## src/rtl/input_skew_buffer.sv

```systemverilog
// Skews router columns into a systolic diagonal wavefront for the PE array west edge.
// Optional macro SKEW_ROW_VALID_EN adds a per-row valid output (o_row_valid).
module input_skew_buffer #(
  parameter int ROW_COUNT   = 4,
  parameter int DATA_WIDTH  = 8,
  parameter int COUNT_WIDTH = 8
) (
  input  logic                            i_clk,
  input  logic                            i_nrst,
  input  logic                            i_en,
  input  logic                            i_reg_clear,
  input  logic                            i_route_ready,
  input  logic                            i_rerouting,
  input  logic                            i_route_done,
  input  logic [ROW_COUNT*DATA_WIDTH-1:0] i_data,
  input  logic                            i_array_stall,
  output logic                            o_route_pop_en,
  output logic [ROW_COUNT*DATA_WIDTH-1:0] o_data,
`ifdef SKEW_ROW_VALID_EN
  output logic [ROW_COUNT-1:0]            o_row_valid,
`endif
  output logic                            o_valid,
  output logic                            o_busy,
  output logic                            o_done,
  output logic [COUNT_WIDTH-1:0]          o_col_count
);

  localparam int DRAIN_W = $clog2(ROW_COUNT + 1);

  typedef enum logic [1:0] {IDLE, STREAM, DRAIN, DONE} state_t;

  state_t             state;
  logic [DRAIN_W-1:0] drain_cnt;
  logic               done_pend;
  logic               advance;
  logic               pop;

  function automatic logic [COUNT_WIDTH-1:0] sat_inc(input logic [COUNT_WIDTH-1:0] v);
    return (&v) ? v : v + COUNT_WIDTH'(1);
  endfunction

  assign advance        = ~i_array_stall;
  assign pop            = (state == STREAM) & i_route_ready & ~i_rerouting & advance;
  assign o_route_pop_en = pop;
  assign o_busy         = (state == STREAM) || (state == DRAIN);

  // done_pend remembers a route_done that arrived together with a pop, so a pulse is not lost
  always_ff @(posedge i_clk or negedge i_nrst) begin
    if (!i_nrst) begin
      state       <= IDLE;
      drain_cnt   <= '0;
      done_pend   <= 1'b0;
      o_done      <= 1'b0;
      o_col_count <= '0;
    end else if (i_reg_clear) begin
      state       <= IDLE;
      drain_cnt   <= '0;
      done_pend   <= 1'b0;
      o_done      <= 1'b0;
      o_col_count <= '0;
    end else if (advance) begin
      o_done <= 1'b0;
      case (state)
        IDLE: begin
          if (i_en) begin
            state       <= STREAM;
            o_col_count <= '0;
          end
        end
        STREAM: begin
          if (pop)
            o_col_count <= sat_inc(o_col_count);
          if (done_pend || (i_route_done && !pop)) begin
            state     <= DRAIN;
            drain_cnt <= DRAIN_W'(ROW_COUNT);
            done_pend <= 1'b0;
          end else if (i_route_done) begin
            done_pend <= 1'b1;
          end
        end
        DRAIN: begin
          if (drain_cnt <= DRAIN_W'(1)) begin
            drain_cnt <= '0;
            o_done    <= 1'b1;
            state     <= DONE;
          end else begin
            drain_cnt <= drain_cnt - DRAIN_W'(1);
          end
        end
        DONE:    state <= IDLE;
        default: state <= IDLE;
      endcase
    end
  end

  // Lane r: r+1 stage chain, stage 0 loads the popped byte or a zero bubble
  for (genvar r = 0; r < ROW_COUNT; r++) begin : g_lane
    logic [DATA_WIDTH-1:0] chain_p [0:r];
`ifdef SKEW_ROW_VALID_EN
    logic                  vld_p   [0:r];
`endif

    always_ff @(posedge i_clk or negedge i_nrst) begin
      if (!i_nrst) begin
        for (int k = 0; k <= r; k++) begin
          chain_p[k] <= '0;
`ifdef SKEW_ROW_VALID_EN
          vld_p[k]   <= 1'b0;
`endif
        end
      end else if (i_reg_clear) begin
        for (int k = 0; k <= r; k++) begin
          chain_p[k] <= '0;
`ifdef SKEW_ROW_VALID_EN
          vld_p[k]   <= 1'b0;
`endif
        end
      end else if (advance) begin
        chain_p[0] <= pop ? i_data[r*DATA_WIDTH +: DATA_WIDTH] : '0;
`ifdef SKEW_ROW_VALID_EN
        vld_p[0]   <= pop;
`endif
        for (int k = 1; k <= r; k++) begin
          chain_p[k] <= chain_p[k-1];
`ifdef SKEW_ROW_VALID_EN
          vld_p[k]   <= vld_p[k-1];
`endif
        end
      end
    end

    assign o_data[r*DATA_WIDTH +: DATA_WIDTH] = chain_p[r];
`ifdef SKEW_ROW_VALID_EN
    assign o_row_valid[r] = vld_p[r];
`endif
  end

`ifdef SKEW_ROW_VALID_EN
  assign o_valid = o_row_valid[0];
`else
  logic vld_p0;

  always_ff @(posedge i_clk or negedge i_nrst) begin
    if (!i_nrst)
      vld_p0 <= 1'b0;
    else if (i_reg_clear)
      vld_p0 <= 1'b0;
    else if (advance)
      vld_p0 <= pop;
  end

  assign o_valid = vld_p0;
`endif

endmodule

```

## config.mk

```make
export PLATFORM = sky130hd
export DESIGN_NAME = input_skew_buffer
export DESIGN_NICKNAME = d
export VERILOG_FILES = /design/src/rtl/input_skew_buffer.sv
export SDC_FILE = /design/constraint.sdc
export NUM_CORES = 1
export LEC_CHECK = 0
export ABC_AREA = 1
export CAP_MARGIN = 20
export CORE_MARGIN = 5
export CORE_UTILIZATION = 43
export DETAILED_ROUTE_END_ITERATION = 12
export MAX_ROUTING_LAYER = met4
export PLACE_DENSITY_LB_ADDON = 0.25
export SLEW_MARGIN = 30
export SYNTH_ARGS = -nofsm -noshare
export SYNTH_HDL_FRONTEND = slang
export SYNTH_SLANG_ARGS = --single-unit
```

## constraint.sdc

```tcl
create_clock -name i_clk -period 4.1 [get_ports i_clk]
set_input_delay 0.41 -clock i_clk [delete_from_list [all_inputs] [get_ports i_clk]]
set_output_delay 0.41 -clock i_clk [all_outputs]
set_load 0.02 [all_outputs]
```

==> results.toml <==
[die]
pin_count = 84
dieArea_mm2 = 0.01249
die_h_um = 111.8
chipWidth_um = 111.8
start_util_pct = 43.54
core_mm2 = 0.01023
num_rows = 37

[route]
routedWlPerCell_um = 13.72
antenna_left = 0
drt_first_pass_iters = 5
routed_wl_um = 9881
drt_iter0_markers = 209
via_per_inst = 4.896
remaining_drc_errors = 0
vias = 3525

[power_and_ir_drop]
power_leakage_nw = 2.671
pwr_density_cell_mw_per_mm2 = 374.1
ir_drop_mv = 0.2038

[layout]
syn2layout_area_growth_pct = 20.22
drive_above_1_share_pct = 6.336
final_area_mm2 = 0.005355
diodes = 0
fill_cells = 992
nets = 625

[yosys]
syn_nets = 576
synth.distinct_cells = 24
synthesis.instances = 530
ys_ff_latch = 96
yosysSeqAreaShare_pct = 53.93
ys.warnings.count = 0
synth.cell_area_mm2 = 0.004454
syn_area_per_cell_um2 = 8.404

[placed_design]
placed_cell_area_mm2 = 0.005176
gp_congestion = 0.8345
place_hpwl_um = 6580
port_buffers = 83
pre_cts_slack_ns = 1.298

[status]
status = "complete, no violations"

[critical_path]
r2r_setup_slack_ns = 2.14
worst_path_max_delay_cell = "clkdlybuf4s50_1"
path_buf_inv = 4
r2r_end = "o_col_count[6]"
critPathMostFrequentCell = "clkdlybuf4s50_1"
worstSetupPathType = "primary input to output port"
cp.depth = 6
reg2regPathDepth = 10
end_kind = "output port"
cp_cell_sequence = "clkdlybuf4s50_1, buf_4, inv_4, nand2_2, nor2_4, clkdlybuf4s50_1"
critPathRequiredTime_ns = 3.69
startpoint_type = "primary input"
reg2reg_from = "state[1]"
cp_max_fo = 37
crit_family = "buffers and inverters"
max_stage_delay_ns = 0.64
arrival_ns = 2.31

[clock_network]
clkTransAtPathRegs_ns = 0.09
clkLatencyLatePin_ns = 0.35
post_cts_resize_count = 0
clockRootBuffer = "clkbuf_8"
post_cts.repair.setup_buffers = 0
ctsLongestPathBuffers = 2
cts_hold_buf = 0
htree_levels = 3
clock-sinks = 96
cts_tree = "yes"
cts_buffers = 9

[timing]
finalCriticalPeriod_ns = 2.715
skew_ns = 0.01536
whs_ns = 0.05647
finalCritPeriodShare_pct = 66.23
final_hold_viol_count = 0
max_freq_ghz = 0.3683
rsz0062_at_grt = "false"
fin_ws_ns = 1.385
slew_headroom_pct = 46.09
worst_pin_slew_ns = 0.8077
slew_violations = 0
setup_viol = 0
setup_tns_ns = 0

[grt]
grt_overflow = 0
grt_pass1_vias = 3482
antenna_found_initial = 0
grtUsageTotal_pct = 16.74
grt_first_pass_wirelength_um = 16950
grt_max_degree = 59

[worst_hold_path]
hold_class = "primary input to asynchronous set/reset pin"

[run]
drv_cap = 0
worst reg2reg max path: stages (launching register included):
cell	delay (ns)
dfrtp_1	0.41
inv_1	0.08
ha_1	0.22
nand2_2	0.09
nor2_4	0.18
buf_4	0.39
nand2_2	0.15
nand2_4	0.12
nand2_4	0.10
nand2_1	0.07
nand2_1	0.05
final cells by class:
type | instances | area (µm²) | area share [%]
multi-input cells | 357 | 1634 | 30.51
well taps | 136 | 170.2 | 3.178
clock inverters | 7 | 53.80 | 1.005
clock buffers | 9 | 123.9 | 2.313
repair buffers | 88 | 865.8 | 16.17
inverters | 27 | 105.1 | 1.963
flip-flops and latches | 96 | 2402 | 44.86
kinds of logic (layout without fill, tap and decap cells):
family          after synthesis  in the layout  share of synthesized area [%]
buf+inv                      77            131                          9.382
simple gates                317            317                          30.65
fa+ha+maj                     6              6                          1.685
flops                        96             96                          53.93
compound gates               34             34                          4.354
cell usage in the layout (no fill, tap or decap), drive strengths merged, types with 7 or more instances in the layout:
cell and count:
nand2 204, dfrtp 96, clkdlybuf4s50 82, nand3 81
inv 28, nor2 25, a21oi 17, o21ai 9
clkbuf 9, o31ai 7
stage by stage:
stage,utilization [%],instances,total power [mW]
floorplan,-,530,1.302
global placement,50.59,704,1.445
detailed placement,50.59,704,1.456
CTS,52.33,720,2.030
global route,52.34,720,2.131
finish,52.34,720,2.003
cell usage after synthesis, drive strengths merged:
library cell  count  area share (%)
nand2           204              18
dfrtp            96              54
nand3            81             9.3
buf              45             6.6
inv              27             2.3
nor2             25             2.6
a21oi            17             2.0
o21ai             9             1.0
o31ai             7             1.2
ha                6             1.7
clkbuf            5            0.42
nand3b            4            0.67
nand4             2            0.28
nor3              1            0.11
o21bai            1            0.17
worst max path at each step:
stage,start,to,slack (ns)
after global routing,i_reg_clear,g_lane[1].chain_p[11],1.25
final,i_array_stall,o_route_pop_en,1.38
after floorplan,state[1],o_route_pop_en,2.56
after detailed placement,i_reg_clear,g_lane[1].chain_p[11],1.30
after global placement,i_array_stall,o_route_pop_en,1.35
after CTS,i_array_stall,o_route_pop_en,1.38
layer usage:
metal	share of wire (%)	vias to the layer above	track usage, %
met4	0.24	0	3.974
li1	-	1770	-
met2	47	82	25.38
met5	0	-	-
met1	48	1671	23.02
met3	5.0	2	3.750
registers in the layout, indices dropped and copies added, names as in the netlist:
name and cells:
g_lane.chain_p 56, o_data 24, o_col_count 8, done_pend 1, o_valid 1, o_done 1
drain_cnt 3, state 2
report_power, final:
group / switching [mW] / internal [mW] / total [mW] / leakage [nW]
Clock: 0.342 / 0.225 / 0.567 / 0.0822
Combinational: 0.262 / 0.153 / 0.416 / 1.26
Sequential: 0.0334 / 0.987 / 1.02 / 1.33
Total: 0.638 / 1.37 / 2.00 / 2.67
Note: power is estimated with default switching activity, not from simulation.
